File: src/rtl/c3aibadapt_sr_load_shift_ctl_if.sv
// Bus between the capture-side requester and the serial load/shift controller.
interface c3aibadapt_sr_load_shift_ctl_if #(
    parameter int unsigned DWIDTH = 16
);
    logic              start;
    logic [DWIDTH-1:0] capt_data;
    logic              sr_in;
    logic              unload;
    logic              sr_load;
    logic              sr_out;
    logic [DWIDTH-1:0] par_out;
    logic              busy;
    logic              done;

    // Requester side: issues frames and feeds the chain input.
    modport master (
        output start, capt_data, sr_in,
        input  unload, sr_load, sr_out, par_out, busy, done
    );

    // Controller side.
    modport slave (
        input  start, capt_data, sr_in,
        output unload, sr_load, sr_out, par_out, busy, done
    );
endinterface

File: src/rtl/c3aibadapt_sr_load_shift_ctl.sv
// Loads the captured status word, shifts it out LSB-first on sr_out while
// assembling sr_in into par_out, then holds unload low for a quiet gap.
module c3aibadapt_sr_load_shift_ctl #(
    parameter int unsigned DWIDTH    = 16,
    parameter int unsigned GAP_CYC   = 3,
    parameter logic        RESET_VAL = 1'b1
) (
    input  logic                          clk,
    input  logic                          rst_n,
    c3aibadapt_sr_load_shift_ctl_if.slave bus
);
    localparam int unsigned BW = $clog2(DWIDTH);
    localparam int unsigned GW = (GAP_CYC > 1) ? $clog2(GAP_CYC) : 1;

    typedef enum logic [1:0] {IDLE, LOAD, SHIFT, GAP} state_t;

    state_t            state_q, state_d;
    logic [DWIDTH-1:0] shift_q, shift_d;
    logic [DWIDTH-1:0] par_q, par_d;
    logic [BW-1:0]     bit_q, bit_d;
    logic [GW-1:0]     gap_q, gap_d;
    logic              pend_q, pend_d;
    logic              sr_out_q, sr_out_d;
    logic              unload_q, unload_d;
    logic              sr_load_q, sr_load_d;
    logic              busy_q, busy_d;
    logic              done_q, done_d;

    // Next-state, datapath and registered-output decode.
    // Outputs are decoded from the next state so every output is a flop.
    always_comb begin
        state_d  = state_q;
        shift_d  = shift_q;
        par_d    = par_q;
        bit_d    = bit_q;
        gap_d    = gap_q;
        pend_d   = pend_q;
        sr_out_d = sr_out_q;
        case (state_q)
            IDLE: begin
                if (bus.start || pend_q) begin
                    state_d = LOAD;
                    pend_d  = 1'b0;
                end
            end
            LOAD: begin
                if (bus.start) pend_d = 1'b1;
                shift_d  = bus.capt_data;
                bit_d    = BW'(DWIDTH - 1);
                sr_out_d = bus.capt_data[0];
                state_d  = SHIFT;
            end
            SHIFT: begin
                if (bus.start) pend_d = 1'b1;
                shift_d = {bus.sr_in, shift_q[DWIDTH-1:1]};
                if (bit_q == '0) begin
                    state_d = GAP;
                    gap_d   = GW'(GAP_CYC - 1);
                    par_d   = {bus.sr_in, shift_q[DWIDTH-1:1]};
                end else begin
                    bit_d    = bit_q - 1'b1;
                    sr_out_d = shift_q[1];
                end
            end
            GAP: begin
                if (bus.start) pend_d = 1'b1;
                if (gap_q == '0) state_d = IDLE;
                else             gap_d   = gap_q - 1'b1;
            end
            default: state_d = IDLE;
        endcase
        unload_d  = (state_d == LOAD) || (state_d == SHIFT);
        sr_load_d = (state_d == LOAD);
        busy_d    = (state_d != IDLE);
        done_d    = (state_d == GAP) && (gap_d == '0);
    end

    // State and output registers.
    always_ff @(posedge clk or negedge rst_n) begin
        if (!rst_n) begin
            state_q   <= IDLE;
            shift_q   <= '0;
            par_q     <= '0;
            bit_q     <= '0;
            gap_q     <= '0;
            pend_q    <= 1'b0;
            sr_out_q  <= RESET_VAL;
            unload_q  <= 1'b0;
            sr_load_q <= 1'b0;
            busy_q    <= 1'b0;
            done_q    <= 1'b0;
        end else begin
            state_q   <= state_d;
            shift_q   <= shift_d;
            par_q     <= par_d;
            bit_q     <= bit_d;
            gap_q     <= gap_d;
            pend_q    <= pend_d;
            sr_out_q  <= sr_out_d;
            unload_q  <= unload_d;
            sr_load_q <= sr_load_d;
            busy_q    <= busy_d;
            done_q    <= done_d;
        end
    end

    assign bus.unload  = unload_q;
    assign bus.sr_load = sr_load_q;
    assign bus.sr_out  = sr_out_q;
    assign bus.par_out = par_q;
    assign bus.busy    = busy_q;
    assign bus.done    = done_q;
endmodule

File: src/flat_wrapper.sv
// flat-port wrapper written by rule: the top's interface ports become plain ports
module c3aibadapt_sr_load_shift_ctl_flat 
#(
    parameter int unsigned DWIDTH    = 16,
    parameter int unsigned GAP_CYC   = 3,
    parameter logic        RESET_VAL = 1'b1
)
  (clk, rst_n, bus_start, bus_capt_data, bus_sr_in, bus_unload, bus_sr_load, bus_sr_out, bus_par_out, bus_busy, bus_done);
  c3aibadapt_sr_load_shift_ctl_if #(.DWIDTH(DWIDTH)) bus_i ();
  input  logic clk;
  input  logic rst_n;
  input wire logic [$bits(bus_i.start)-1:0] bus_start;
  input wire logic [$bits(bus_i.capt_data)-1:0] bus_capt_data;
  input wire logic [$bits(bus_i.sr_in)-1:0] bus_sr_in;
  output wire logic [$bits(bus_i.unload)-1:0] bus_unload;
  output wire logic [$bits(bus_i.sr_load)-1:0] bus_sr_load;
  output wire logic [$bits(bus_i.sr_out)-1:0] bus_sr_out;
  output wire logic [$bits(bus_i.par_out)-1:0] bus_par_out;
  output wire logic [$bits(bus_i.busy)-1:0] bus_busy;
  output wire logic [$bits(bus_i.done)-1:0] bus_done;
  assign bus_i.start = bus_start;
  assign bus_i.capt_data = bus_capt_data;
  assign bus_i.sr_in = bus_sr_in;
  assign bus_unload = bus_i.unload;
  assign bus_sr_load = bus_i.sr_load;
  assign bus_sr_out = bus_i.sr_out;
  assign bus_par_out = bus_i.par_out;
  assign bus_busy = bus_i.busy;
  assign bus_done = bus_i.done;
  c3aibadapt_sr_load_shift_ctl #(.DWIDTH(DWIDTH), .GAP_CYC(GAP_CYC), .RESET_VAL(RESET_VAL)) u_core (.clk(clk), .rst_n(rst_n), .bus(bus_i));
endmodule
File: config.mk
export PLATFORM = sky130hd
export DESIGN_NAME = c3aibadapt_sr_load_shift_ctl_flat
export DESIGN_NICKNAME = d
export VERILOG_FILES = /design/src/rtl/c3aibadapt_sr_load_shift_ctl_if.sv /design/src/rtl/c3aibadapt_sr_load_shift_ctl.sv /design/src/flat_wrapper.sv
export SDC_FILE = /design/constraint.sdc
export NUM_CORES = 1
export LEC_CHECK = 0
export ABC_AREA = 1
export ABC_CLOCK_PERIOD_IN_PS = 1700
export CORE_MARGIN = 4
export CORE_UTILIZATION = 45
export DETAILED_ROUTE_END_ITERATION = 12
export MAX_ROUTING_LAYER = met4
export PLACE_DENSITY = 0.71
export SKIP_LAST_GASP = 1
export SYNTH_ARGS = -nofsm -noshare
export SYNTH_HDL_FRONTEND = slang
export SYNTH_SLANG_ARGS = --single-unit
File: constraint.sdc
create_clock -name clk -period 1.7 [get_ports clk]
set_input_delay 0.255 -clock clk [delete_from_list [all_inputs] [get_ports clk]]
set_output_delay 0.255 -clock clk [all_outputs]
set_load 0.005 [all_outputs]
==> metrics.txt <==
status=complete, no violations; First-pass DRT Iterations=4; mean area per synthesized cell=8.99 µm²; Post-Route WL=4.04 mm; number of max-cap violations=0; clock tree buffer depth=2; final core occ=60.2%; Sw Pwr=2.08 mW; Clk pwr share=11.9%; Final setup violation count=0; minimum clock period=1580 ps; core area=4410 µm²; Leak=1.25 nW; Sequential Area=1130 µm²; cell accounting for the most synthesized area=dfrtp_1; final period utilization=92.8%; Worst-path clk slew=80 ps; Overflow after GRT=0; DR WL/cell=12.3 µm; largest net degree at the start of global routing=46; Yosys cell types=26; vias in the first global route=1608; slew at the pin closest to its max-slew limit=558 ps; number of synthesized register bits=45; Area growth, synth to finish=27.4%; initial core utilization=47.3%; clock sinks=45; total CTS buffers=5; drt initial violations=89; die area=5790 µm²; worst stage delay on the critical path=540 ps; combinational power share=50.5%; Mapped Cells=232; multi-input logic area=852 µm²; RSZ-0062 raised after global routing=no; CTS tree=done; Hold Path Class=primary input to asynchronous set/reset pin; post-synthesis sequential area ratio=54.0%; row count=24; Critical Path AT=1320 ps; CP Cell Sequence=clkdlybuf4s50_1; clk_skew=5.61 ps; initial antenna violation count=0; Crit path max-delay family=flip-flops; final slew viol count=0; Final nets=304; Die Wd=76.1 µm; layout cells sized above 1=13.0%; WP data required=1440 ps; Int Power=3.20 mW; PostCTS Resize Cnt=0; Synth Net Count=261; ranking of synthesized cells by area=dfrtp_1, nand2_1, ha_1, nor2_1, o21ai_2; Cell Area, Placed=2530 µm²; WP buf/inv=1; number of setup buffers added after CTS=0; Placer Congestion=0.802; top-area cell type share of the netlist area=52.8%; Antenna Nets Post-Route=0; Setup crit start kind=flop; gr usage total=14.8%; hold slack=28.9 ps; clk_lat worst skew=290 ps; PwrDens=1990 nW/µm²; CP Max Fanout=2; slew margin rel.=62.8%; die height=76.1 µm; post-synthesis cell area=2090 µm²; DR vias=1591; total power=5.28 mW; setup TNS=0 ps; routed vias/inst=4.85; # fillers=410; Highest Clock Rate=634 MHz; maximum vdd drop=0.857 mV; Slowest cell on crit path=dfstp_2; first-pass GRT wire length=6.91 mm; ANT cells=0; H-tree levels=2; num ports=41; Yosys Warn Count=0; CTS root buf=clkbuf_8; Port Buffers=40; drt drc=0; Post-CTS Hold Fix Bufs=0; Reg power frac=37.6%; Sw Ratio=39.3%; dpl hpwl=2.93 mm; final instance area=2660 µm²; crit end category=output port; final hold violations=0; Setup Crit Path Kind=flop to output port
[cell usage after synthesis, drive strengths merged]
cell,n
a21oi,4
o21ai,20
buf,8
a31oi,9
nand3,5
clkbuf,1
nand3b,1
nand4,1
clkinv,1
ha,9
nor2,23
xor2,1
inv,21
nand2,76
o22ai,7
dfstp,1
dfrtp,44
[metal layers]
| metal | vias up | part of all wire [%] | global-route usage (%) | routed length, µm |
|---|---|---|---|---|
| met5 | - | 0 | - | 0 |
| met4 | 0 | 1.1 | 5.24 | 45 |
| met3 | 4 | 4.0 | 3.90 | 161 |
| met2 | 21 | 49 | 25.1 | 1980 |
| met1 | 743 | 46 | 16.8 | 1860 |
| li1 | 823 | - | - | - |
[power by group through the flow]
stage,Clock [mW],Combinational (mW),Sequential [mW]
floorplan,0,1.65,1.95
global placement,0,2.55,1.98
detailed placement,0,2.61,2.00
CTS,0.646,2.62,1.97
global route,0.693,3.02,2.05
finish,0.626,2.67,1.98
[per-stage QoR]
| stage | std cells | setup WS, ps |
|---|---|---|
| floorplan | 232 | 109 |
| global placement | 320 | 102 |
| detailed placement | 320 | 39.1 |
| CTS | 328 | 29.8 |
| global route | 328 | 19.4 |
| finish | 328 | 123 |
[layout by cell type, fill, tap and decap left out, types with 3 or more instances in the layout]
cell type        netlist  routed
nand3_1                4       4
o21ai_2                9       9
buf_4                  3       4
nor2_1                22      22
a31oi_1                9       9
clkbuf_8               0       5
ha_1                   9       5
o21ai_0               10       9
o22ai_1                7       7
a21oi_1                3       3
dfrtp_1               44      43
ha_4                   0       3
nand2_1               75      75
clkdlybuf4s50_1        0      39
inv_1                 19      17
inv_2                  2       4
[sequential cells by signal, summed over array words and instances (netlist names)]
signal              flops
u_core.bit_q            4
u_core.bus.sr_load      1
u_core.bus.par_out     16
u_core.bus.done         1
u_core.shift_q         15
u_core.gap_q            2
u_core.bus.sr_out       1
u_core.bus.busy         1
u_core.bus.unload       1
u_core.state_q          2
u_core.pend_q           1
[path summary, 6_finish.rpt]
check                               endpoint         startpoint  slack [ps]  cells after the start
setup reg to reg             u_core.bus.done  u_core.state_q[1]         180                     10
min in group clk           u_core.bus.sr_out  u_core.bus.sr_out         480                      2
hold reg to reg            u_core.bus.sr_out  u_core.bus.sr_out         480                      2
max in group asynchronous  u_core.state_q[1]              rst_n        1270                      2
setup / recovery                  bus_sr_out  u_core.bus.sr_out         120                      1
hold / removal               u_core.bus.busy              rst_n          30                      2
[kinds of logic (layout without fill, tap and decap cells)]
family / Yosys count / in the layout / share of synthesized area (%)
AOI/OAI and AO/OA: 40 / 40 / 12.4
xor gates and xnor gates: 1 / 1 / 0.420
adders and majority gates: 9 / 9 / 5.40
buffers and inverters: 31 / 75 / 7.02
DFF: 45 / 45 / 54.0
and+or+nand+nor: 106 / 106 / 20.8
[area by class of cell]
class | count | area share [%]
multi-input cells | 156 | 32.1
clock buffers | 6 | 2.73
clock inverters | 2 | 0.377
well taps | 52 | 2.45
flip-flops and latches | 45 | 42.5
repair buffers | 45 | 16.8
inverters | 22 | 3.11
(Power assumes the default switching activity.)
